**src/rtl/fp_pkg.sv**
```systemverilog
// Shared float helpers for the error-estimate datapath: rounding-mode codes,
// per-width format parameters and raw field extraction from a packed operand.
package fp_pkg;

  localparam logic [2:0] RM_RNE = 3'd0;
  localparam logic [2:0] RM_RTZ = 3'd1;
  localparam logic [2:0] RM_RUP = 3'd2;
  localparam logic [2:0] RM_RDN = 3'd3;

  function automatic int emsb(input int wid);
    return (wid == 64) ? 10 : 7;
  endfunction

  function automatic int fmsb(input int wid);
    return (wid == 64) ? 51 : 22;
  endfunction

  function automatic int bias(input int wid);
    return (wid == 64) ? 1023 : 127;
  endfunction

  // Operands arrive zero-extended to 64 bits so one helper serves both widths.
  function automatic logic fp_sign(input logic [63:0] x, input int wid);
    return 1'(x >> (wid - 1));
  endfunction

  function automatic logic [10:0] fp_exp_field(input logic [63:0] x, input int wid);
    return 11'((x >> (fmsb(wid) + 1)) & ((64'd1 << (emsb(wid) + 1)) - 64'd1));
  endfunction

  function automatic logic [51:0] fp_frac_field(input logic [63:0] x, input int wid);
    return 52'(x & ((64'd1 << (fmsb(wid) + 1)) - 64'd1));
  endfunction

endpackage

```
**src/rtl/fp_rshift_sticky.sv**
```systemverilog
// Aligns a {1,frac} mantissa to its integer position for unbiased exponent ue,
// returning the integer part, the first dropped bit and the OR of the rest.
module fp_rshift_sticky
  import fp_pkg::*;
#(
  parameter int WID = 32
) (
  input  logic signed [emsb(WID)+1:0] ue,
  input  logic        [fmsb(WID)+1:0] man,
  output logic        [WID-1:0]       int_part,
  output logic                        rnd,
  output logic                        stk
);

  localparam int MW = fmsb(WID) + 2;
  localparam int VW = 2 * WID;
  localparam int SW = $clog2(WID) + 1;

  logic [VW-1:0] aligned;
  logic [VW-1:0] shifted;
  logic [SW-1:0] sh;
  int            ue_i;

  // Mantissa MSB starts at the 2^(WID-1) position; shifting right by WID-1-ue
  // leaves the binary point between the upper and lower WID-bit halves.
  always_comb begin
    ue_i     = int'(ue);
    aligned  = {man, {(VW - MW){1'b0}}};
    sh       = '0;
    shifted  = aligned;
    int_part = '0;
    rnd      = 1'b0;
    stk      = 1'b0;
    if (ue_i < -1) begin
      stk = |man;
    end else begin
      if (ue_i <= WID - 1) sh = SW'(WID - 1 - ue_i);
      shifted  = aligned >> sh;
      int_part = shifted[VW-1:WID];
      rnd      = shifted[WID-1];
      stk      = |shifted[WID-2:0];
    end
  end

endmodule

```
**src/rtl/float2int.sv**
```systemverilog
// Three-stage float to saturated signed-integer converter (unpack, align,
// round/saturate); every stage advances only when ce is high.
module float2int
  import fp_pkg::*;
#(
  parameter int WID = 32
) (
  input  logic           clk,
  input  logic           rst_n,
  input  logic           ce,
  input  logic           i_vld,
  input  logic [2:0]     rm,
  input  logic [WID-1:0] i,
  output logic [WID-1:0] o,
  output logic           o_vld,
  output logic           o_ovf,
  output logic           o_inv,
  output logic           o_inexact
);

  localparam int EMSB = emsb(WID);
  localparam int FMSB = fmsb(WID);
  localparam int BIAS = bias(WID);
  localparam int UW   = EMSB + 2;
  localparam int SUMW = WID + 1;

  localparam logic [10:0]    EXP_ONES = 11'((1 << (EMSB + 1)) - 1);
  localparam logic [WID:0]   NEG_LIM  = {2'b01, {(WID - 1){1'b0}}};
  localparam logic [WID:0]   POS_LIM  = {2'b00, {(WID - 1){1'b1}}};
  localparam logic [WID-1:0] INT_MAX  = {1'b0, {(WID - 1){1'b1}}};
  localparam logic [WID-1:0] INT_MIN  = {1'b1, {(WID - 1){1'b0}}};

  logic [63:0] i_ext;
  logic [10:0] exp_f;
  logic [51:0] frac_f;

  always_comb begin
    i_ext  = 64'(i);
    exp_f  = fp_exp_field(i_ext, WID);
    frac_f = fp_frac_field(i_ext, WID);
  end

  logic                 s1_vld, s1_sign, s1_stk, s1_inv, s1_nan;
  logic signed [UW-1:0] s1_ue;
  logic [FMSB+1:0]      s1_man;
  logic [2:0]           s1_rm;

  // Zero and denormal operands collapse to magnitude 0; only their sticky survives.
  always_ff @(posedge clk) begin
    if (!rst_n) begin
      s1_vld <= 1'b0;
    end else if (ce) begin
      s1_vld  <= i_vld;
      s1_sign <= fp_sign(i_ext, WID);
      s1_ue   <= UW'(int'(exp_f) - BIAS);
      s1_man  <= (exp_f == '0) ? '0 : {1'b1, frac_f[FMSB:0]};
      s1_stk  <= (exp_f == '0) && (frac_f != '0);
      s1_inv  <= (exp_f == EXP_ONES);
      s1_nan  <= (exp_f == EXP_ONES) && (frac_f != '0);
      s1_rm   <= rm;
    end
  end

  logic [WID-1:0] al_int;
  logic           al_r, al_s, pre_ovf;
  int             s1_ue_i;

  fp_rshift_sticky #(.WID(WID)) u_align (
    .ue       (s1_ue),
    .man      (s1_man),
    .int_part (al_int),
    .rnd      (al_r),
    .stk      (al_s)
  );

  // -2^(WID-1) is the only value with ue == WID-1 that still fits.
  always_comb begin
    s1_ue_i = int'(s1_ue);
    pre_ovf = !s1_inv &&
              ((s1_ue_i > WID - 1) ||
               ((s1_ue_i == WID - 1) && !(s1_sign && (s1_man[FMSB:0] == '0))));
  end

  logic           s2_vld, s2_sign, s2_r, s2_s, s2_pre_ovf, s2_inv, s2_nan;
  logic [WID-1:0] s2_mag;
  logic [2:0]     s2_rm;

  always_ff @(posedge clk) begin
    if (!rst_n) begin
      s2_vld <= 1'b0;
    end else if (ce) begin
      s2_vld     <= s1_vld;
      s2_sign    <= s1_sign;
      s2_mag     <= al_int;
      s2_r       <= al_r;
      s2_s       <= al_s | s1_stk;
      s2_pre_ovf <= pre_ovf;
      s2_inv     <= s1_inv;
      s2_nan     <= s1_nan;
      s2_rm      <= s1_rm;
    end
  end

  logic            inc, post_ovf, ovf, neg_sat, inexact;
  logic [SUMW-1:0] sum;
  logic [WID-1:0]  mag_r, res;

  always_comb begin
    case (s2_rm)
      RM_RNE:  inc = s2_r & (s2_mag[0] | s2_s);
      RM_RTZ:  inc = 1'b0;
      RM_RUP:  inc = (s2_r | s2_s) & !s2_sign;
      RM_RDN:  inc = (s2_r | s2_s) & s2_sign;
      default: inc = 1'b0;
    endcase
    sum      = {1'b0, s2_mag} + SUMW'(inc);
    mag_r    = sum[WID-1:0];
    post_ovf = s2_sign ? (sum > NEG_LIM) : (sum > POS_LIM);
    ovf      = !s2_inv && (s2_pre_ovf || post_ovf);
    // NaN saturates positive whatever its sign bit says.
    neg_sat  = s2_inv ? (s2_sign && !s2_nan) : s2_sign;
    if (s2_inv || ovf) res = neg_sat ? INT_MIN : INT_MAX;
    else               res = s2_sign ? -mag_r : mag_r;
    inexact  = (s2_r | s2_s) && !ovf && !s2_inv;
  end

  always_ff @(posedge clk) begin
    if (!rst_n) begin
      o         <= '0;
      o_vld     <= 1'b0;
      o_ovf     <= 1'b0;
      o_inv     <= 1'b0;
      o_inexact <= 1'b0;
    end else if (ce) begin
      o_vld <= s2_vld;
      if (s2_vld) begin
        o         <= res;
        o_ovf     <= ovf;
        o_inv     <= s2_inv;
        o_inexact <= inexact;
      end
    end
  end

endmodule

```
**config.mk**
```make
export PLATFORM = sky130hd
export DESIGN_NAME = float2int
export DESIGN_NICKNAME = d
export VERILOG_FILES = /design/src/rtl/fp_pkg.sv /design/src/rtl/fp_rshift_sticky.sv /design/src/rtl/float2int.sv
export SDC_FILE = /design/constraint.sdc
export NUM_CORES = 1
export LEC_CHECK = 0
export BUFFER_PORTS_ARGS = -buffer_cell sky130_fd_sc_hd__buf_2
export CORE_MARGIN = 3
export CORE_UTILIZATION = 65
export DETAILED_ROUTE_END_ITERATION = 12
export PLACE_DENSITY = 0.87
export SLEW_MARGIN = 10
export SYNTH_ARGS = -nofsm -noshare
export SYNTH_HDL_FRONTEND = slang
export SYNTH_SLANG_ARGS = --single-unit
```
**constraint.sdc**
```tcl
create_clock -name clk -period 9.1 [get_ports clk]
set_input_delay 2.73 -clock clk [delete_from_list [all_inputs] [get_ports clk]]
set_output_delay 2.73 -clock clk [all_outputs]
set_load 0.01 [all_outputs]
```
==> results by group, run 1 <==
Timing
  • Crit path time final: approximately 5.7 ns
  • Period utilization: 62.72%
  • Final Setup Violations: 0
  • RSZ-0062 raised after global routing: false
  • Final Slew Violations: 0
  • Worst-margin pin slew: between 1 and 1.5 ns
  • Final hold viol count: 0
  • Clock Skews: 0.009671 ns
  • Slew HR: 23.95%
  • Peak Freq: 175.2 MHz
  • Post-route setup TNS: 0 ns

CTS
  • TritonCTS Buffers: 17
  • H-tree Lvls: 4
  • Clock tree root driver cell: clkbuf_16
  • CTS tree: built
  • Clk buf depth: 2
  • Post-CTS setup buffers: 0
  • Clk Latency, worst-skew pair: around 0.42 ns
  • CTS Sinks: ~120
  • Worst-path clk slew: 0.06 ns
  • Number of hold buffers added after CTS: 0
  • Resized cells post-CTS: 0

Route
  • Via Count: 9105
  • DR pass1 iterations: 8
  • Routed len/inst: 21.90 um
  • Remaining DRCs: 0
  • 1st-iter DRT viols: about 1100
  • Drt total wl: 28.19 mm
  • Vias/cell: 7.075
  • DRT antenna net count: 0

Cells and area
  • Commonest non-fill, non-tap cell in the layout: nor2_1
  • Finished Cell Area: 10250 um^2
  • Area Overhead vs Synth: 11.20%
  • Fillers: 991
  • Layout cells sized above 1: 14.49%
  • Nets: 1143
  • Most frequent cells in the layout: nor2_1, nand2_1, edfxtp_1, buf_2, a21oi_1
  • N_diodes: 0
  • Final Non-Filler Cells: 1287

Placement
  • Port Buffer Count: between 70 and 80
  • Detailed Place HPWL: approximately 20 mm
  • Placed insts: about 1300
  • Area after DPL: 9590 um^2
  • Placer congestion estimate: 1.054

Die
  • Chip height: 125.1 um
  • Die width: 125.1 um
  • Die Area: 15650 um^2
  • Cell Rows: 42
  • Initial core utilization: 67.99%
  • Ports: between 70 and 80
  • Core area: 13560 um^2

Synth
  • Compound-gate portion of the synthesized area: 22.72%
  • Syn Area/Cell: 8.615 um^2
  • Number of synthesized flops with an enable pin: just over 80
  • Largest family of logic cells by synthesized area: simple AND/OR/NAND/NOR gates
  • Cells after synthesis: 1070
  • Post-synth top area cell: edfxtp_1
  • Register area share after synthesis: 34.64%
  • Yosys top cell area share: 26.39%
  • Post-Syn Area: 9218 um^2
  • Primary FF master, synth: edfxtp_1
  • Yosys cell types: 85
  • Mux cell area share after synthesis: 6.013%
  • XOR/XNOR share of the synthesized area: 5.701%
  • Synthesized net count: 1115
  • Seq cells post-synth: 119
  • Adder-Cell Fraction of Synth Area: less than 1%
  • Syn. warnings: 0
  • Ys async rst share: 0%
  • Top cells by area, synth: edfxtp_1, dfxtp_1, nor2_1
  • Synth Area in Simple Gates: 25.46%

Setup path
  • CP bufs+invs: 1
  • Crit Reg-Reg Startpoint: s2_sign$_DFFE_PP_
  • Critical-path cell list: buf_4 > a211oi_1 > a31oi_1 > nor3_1 > ha_1 > ha_1 > and4_1 > nand4_2 > nor4_1 > xor2_1 > nand4b_1 > nor4_1 > o21a_1 > o31ai_4 > a211oi_1
  • Slack of the worst reg-to-reg path: 3.39 ns
  • Slowest stage delay, CP: 0.81 ns
  • Worst R2R End: o[23]$_SDFFE_PN0P_
  • Setup Crit Path Kind: register to register
  • CP delay by family, top: compound AO/OA/AOI/OAI gates
  • Crit path required time: ~9.4 ns
  • Slowest-stage cell, CP: o21a_1
  • CP Max Fanout: 34
  • Reg2reg path depth: 15
  • Crit path DAT: 6.03 ns
  • Startpoint types: register
  • Crit end category: register

Power
  • Cell Pwr Density: 167.9 nW/um^2
  • Leakage: 3.786 nW
  • Worst IR Drop VDD: 0.1782 mV
  • Total power: about 1.7 mW

GRT
  • First-pass GRT wire length: roughly 45 mm
  • Vias in the first global route: 8715
  • Total GRT Usage: 35.56%
  • Antenna violations before repair: 0
  • Grt total ovfl: 0
  • Largest net degree at the start of global routing: 82

Worst hold path
  • Hold WC Path Type: register to register
  • Worst Hold Endpoint: s2_rm[2]$_DFFE_PP_
  • HP Start: s1_rm[2]$_DFFE_PP_
  • Hold depth: 0

Outcome
  • Status: finished, final reports clean

Job
  • Maxcap violations: 0
==> power breakdown <==
part           internal, mW  switching [mW]  leakage, nW  total, mW
Sequential            0.609          0.0369         1.10      0.646
Combinational         0.125           0.212         2.37      0.337
Clock                 0.493           0.245        0.311      0.738
Total                  1.23           0.494         3.79       1.72
==> cells by family after synthesis <==
family	count (synthesis)
mux	47
buf+inv	107
fa+ha+maj	6
compound gates	293
xor+xnor	60
simple gates	438
flops	119
==> worst max-delay path by stage <==
| stage | from | slack (ns) | to | cells past startpoint |
|---|---|---|---|---|
| 6_report | s2_sign$_DFFE_PP_ | 3.39 | o[23]$_SDFFE_PN0P_ | 15 |
| 3_5_place_dp | s2_sign$_DFFE_PP_ | 3.48 | o[24]$_SDFFE_PN0P_ | 15 |
| 3_3_place_gp | s2_sign$_DFFE_PP_ | 3.73 | o[29]$_SDFFE_PN0P_ | 15 |
| 5_1_grt | s2_sign$_DFFE_PP_ | 2.89 | o[23]$_SDFFE_PN0P_ | 15 |
| 4_1_cts | s2_sign$_DFFE_PP_ | 3.43 | o[23]$_SDFFE_PN0P_ | 15 |
| 2_1_floorplan | ce | 4.04 | s1_inv$_DFFE_PP_ | 1 |
==> through the flow <==
stage                     setup WS (ns)  hold slack, ns  util (%)
after floorplan                   4.037          0.4003         -
after global routing              2.889          0.4460     75.60
after detailed placement          3.480          0.4117     70.74
final                             3.392          0.4234     75.60
after CTS                         3.433          0.4241     75.49
after global placement            3.733          0.4010     70.74
==> worst register-to-register path, stage by stage, from the launching register on <==
cell and delay [ns]:
edfxtp_1 0.36, buf_4 0.26, a211oi_1 0.28, a31oi_1 0.07
nor3_1 0.19, ha_1 0.39, ha_1 0.50, and4_1 0.36
nand4_2 0.28, nor4_1 0.43, xor2_1 0.40, nand4b_1 0.18
nor4_1 0.40, o21a_1 0.81, o31ai_4 0.42, a211oi_1 0.30
==> sequential cells by signal, summed over array words and instances, names as in the netlist, 3 cells and up <==
signal  cells
o          32
s2_rm       3
s1_ue       9
s1_man     24
s2_mag     32
s1_rm       3
==> cell type report <==
class	count	area, um^2	area share, %
repair buffers	88	483.0	4.712
inverters	28	105.1	1.025
flip-flops and latches	119	3193	31.15
multi-input cells	844	5604	54.68
clock buffers	20	446.7	4.358
well taps	176	220.2	2.148
clock inverters	12	197.7	1.929
==> metal layers <==
metal,global-route usage [%],vias up,share of wire [%]
met5,0,-,0
met4,21.68,0,6.9
met3,6.397,159,8.8
met2,59.19,590,47
met1,42.96,4217,37
li1,-,4139,-
==> synth_stat cells, drive strengths merged, types with 5 or more instances <==
cell type	n
a22o	6
nor4	25
a2bb2oi	5
or3	8
a21o	6
a31oi	16
and2	43
and4	11
nand2	81
dfxtp	38
ha	6
mux2	7
clkbuf	56
nor2b	5
a22oi	7
nor3	37
o41ai	5
o221ai	6
a211oi	25
o211ai	17
nand2b	11
o21a	8
a211o	8
nand4b	5
nand3b	11
xor2	17
and3	16
nor4b	5
edfxtp	81
nand3	33
nand4	20
xnor2	43
o31ai	17
o21ai	44
mux2i	34
a21oi	48
mux4	6
o22ai	22
or4	6
nor2	108
buf	23
inv	26
a31o	5
Note: power is estimated with default switching activity, not from simulation.
==> inputs of run 2 (changes only) <==
Settings changed: ABC_AREA set to 1, CORE_UTILIZATION 65 to 61, PLACE_DENSITY 0.87 to 0.82.
Clock period 9.1 ns to 5.4 ns, I/O delays scaled along.
==> results by group, run 2 <==
Synth
  • Number of synthesized flops with an enable pin: 81
  • Register area share after synthesis: 35.15%
  • Syn Area/Cell: 6.344 um^2
  • Syn. warnings: 0
  • Seq cells post-synth: around 120
  • Yosys top cell area share: 26.77%
  • Top-count cell post-synth: nand2_1
  • Most instantiated cells after synthesis: nand2_1, nor2_1, inv_1
  • Top cells by area, synth: edfxtp_1, nand2_1, nor2_1
  • Primary FF master, synth: edfxtp_1
  • Post-Syn Area: 9085 um^2
  • Synthesized net count: 1477
  • Post-synth top area cell: edfxtp_1
  • Yosys cell types: 41
  • Ys async rst share: 0%
  • Cells after synthesis: 1432

Timing
  • RSZ-0062 raised after global routing: false
  • Peak Freq: 222.6 MHz
  • Crit path time final: between 4 and 5 ns
  • Post-route setup TNS: 0 ns
  • Final hold viol count: 0
  • Worst-margin pin slew: 1.070 ns
  • Clock Skews: 0.01303 ns
  • Final Slew Violations: 0
  • Slew HR: 28.52%
  • Final Setup Violations: 0
  • Period utilization: 83.18%

CTS
  • CTS Sinks: 119
  • TritonCTS Buffers: 17
  • Worst-path clk slew: 0.06 ns
  • Number of hold buffers added after CTS: 0
  • CTS tree: built
  • Clk Latency, worst-skew pair: between 0.4 and 0.5 ns
  • Clk buf depth: 2
  • Clock tree root driver cell: clkbuf_16
  • Resized cells post-CTS: 0
  • Post-CTS setup buffers: 0
  • H-tree Lvls: 4

Cells and area
  • Most frequent cells in the layout: nand2_1, nor2_1, inv_1, nand3_1, edfxtp_1
  • Nets: ~1500
  • Layout cells sized above 1: 10.96%
  • Final Util: between 70% and 80%
  • N_diodes: 0
  • Commonest non-fill, non-tap cell in the layout: nand2_1
  • Largest regs: o (32), s2_mag (32), s1_man (24)
  • Fillers: about 1200
  • Area Overhead vs Synth: 11.31%

Setup path
  • Setup Crit Path Kind: register to register
  • Startpoint types: register
  • CP delay by family, top: simple AND/OR/NAND/NOR gates
  • CP most frequent cell: nand2_1
  • Worst R2R End: o[6]$_SDFFE_PN0P_
  • Slowest-stage cell, CP: ha_1
  • Crit path required time: 5.72 ns
  • CP Max Fanout: 32
  • Crit Reg-Reg Startpoint: s2_sign$_DFFE_PP_
  • CP bufs+invs: 2
  • Critical-path cell list: a21oi_1 > o211ai_1 > a21oi_1 > ha_1 > ha_1 > nand2_1 > nor2_4 > nand2_2 > nor2_4 > nand2_1 > nand2_1 > nand2_1 > inv_2 > nand3_2 > nor2_4 > nand4_2 > a21oi_4 > nand3_4 > nand2_4 > nand2_4 > o21ai_0 > inv_1
  • Slack of the worst reg-to-reg path: 0.91 ns
  • Slowest stage delay, CP: around 0.46 ns
  • Reg2reg path depth: 22
  • Crit path DAT: 4.81 ns
  • Crit end category: register

GRT
  • GR Layer Usage met1: between 30% and 40%
  • Largest net degree at the start of global routing: 47
  • First-pass GRT wire length: 40.05 mm
  • GR Util met2: 52.65%
  • Antenna violations before repair: 1
  • Grt total ovfl: 0
  • M3 GR Usage: ~5.5%
  • Gr busiest metal: met2
  • Total GRT Usage: 30.71%
  • Vias in the first global route: 8508

Worst hold path
  • Hold depth: 0
  • Worst Hold Endpoint: s2_nan$_DFFE_PP_
  • HP Start: s1_nan$_DFFE_PP_
  • Hold WC Path Type: register to register

Die
  • Core area: around 14000 um^2
  • Cell Rows: 43
  • Chip height: 128.0 um
  • Ports: 75
  • Die Area: 16390 um^2
  • Die width: 128.0 um
  • Initial core utilization: 63.96%

Placement
  • Placer congestion estimate: 0.9769
  • Port Buffer Count: 74
  • Detailed Place HPWL: 18.77 mm

Power
  • Worst IR Drop VDD: around 0.21 mV
  • Cell Pwr Density: 269.4 nW/um^2
  • Leakage: roughly 5 nW

Route
  • 1st-iter DRT viols: 1001
  • Routed len/inst: 14.64 um
  • DRT antenna net count: 0
  • Via Count: slightly above 9000
  • Vias/cell: approximately 5.5
  • DR pass1 iterations: 6
  • Drt total wl: ~25 mm
  • Remaining DRCs: 0

Job
  • Maxcap violations: 0

Outcome
  • Status: finished, final reports clean
[run 2: cell types whose count changed after synthesis, sizes merged, moves of 16 or more]
| cell | before | now |
|---|---|---|
| nand2 | 81 | 435 |
| nor2 | 108 | 276 |
| inv | 26 | 175 |
| nand3 | 33 | 148 |
| xnor2 | 43 | 3 |
| and2 | 43 | 6 |
| mux2i | 34 | 0 |
| o21ai | 44 | 76 |
| a211oi | 25 | 0 |
| o22ai | 22 | 0 |
| clkbuf | 56 | 36 |
| nor4 | 25 | 8 |
| o31ai | 17 | 0 |
| and3 | 16 | 0 |
[run 2: cell families (layout without fill, tap and decap cells)]
kind of cell | count (synthesis) | after routing | synth area share [%]
simple gates | 932 | 932 | 44.70
buf+inv | 225 | 290 | 9.613
compound gates | 133 | 133 | 7.988
flops | 119 | 119 | 35.15
xor+xnor | 17 | 17 | 1.722
fa+ha+maj | 6 | 6 | 0.8263
[run 2: worst max path at each step]
stage,to,start,slack (ns),cells after the start
2_1_floorplan,s1_inv$_DFFE_PP_,rst_n,1.74,2
3_3_place_gp,o[6]$_SDFFE_PN0P_,s2_sign$_DFFE_PP_,1.18,22
3_5_place_dp,o[6]$_SDFFE_PN0P_,s2_sign$_DFFE_PP_,1.0,22
4_1_cts,o[6]$_SDFFE_PN0P_,s2_sign$_DFFE_PP_,0.99,22
5_1_grt,o[6]$_SDFFE_PN0P_,s2_sign$_DFFE_PP_,0.54,23
6_report,o[6]$_SDFFE_PN0P_,s2_sign$_DFFE_PP_,0.91,22
[run 2: cell type report]
type                       count  area, um^2  area share (%)
multi-input combinational   1088        5025           49.69
sequential                   119        3193           31.58
inverter                     177       664.4           6.570
clock buffer                  17       425.4           4.207
timing repair buffer          81       422.9           4.182
tap                          180       225.2           2.227
clock inverter                15       156.4           1.547
[run 2: metrics by stage]
step | cell area (um^2) | power (mW) | setup slack (ns) | std cells | hold slack (ns)
3_3_place_gp | 9530 | 1.599 | 1.180 | 1645 | 0.4073
6_report | 10110 | 2.724 | 0.9085 | 1677 | 0.4179
3_5_place_dp | 9530 | 1.606 | 0.9980 | 1645 | 0.4045
4_1_cts | 10110 | 2.724 | 0.9878 | 1677 | 0.4190
2_1_floorplan | 9085 | 1.462 | 1.739 | 1432 | 0.4003
5_1_grt | 10110 | 2.845 | 0.5361 | 1677 | 0.4228
[run 2: worst register-to-register path: cells and delay by family (launching register included)]
family | cells | cell delay [ns]
buffers and inverters | 2 | 0.12
AO/OA/AOI/OAI | 5 | 1.03
flip-flops | 1 | 0.43
AND/OR/NAND/NOR | 13 | 1.96
adder cells (fa/ha/maj) | 2 | 0.85
[run 2: per-layer routing]
layer  routed length, um  vias up
li1                    -     4707
met3                1362       82
met4                1188        2
met5                  13        -
met1                9923     4170
met2               12060      327
[run 2: power by group]
| part | leakage (nW) | internal, mW | switching [mW] | total [mW] |
|---|---|---|---|---|
| registers | 1.10 | 1.03 | 0.0377 | 1.07 |
| clock network | 0.286 | 0.651 | 0.472 | 1.12 |
| logic | 3.56 | 0.164 | 0.367 | 0.531 |
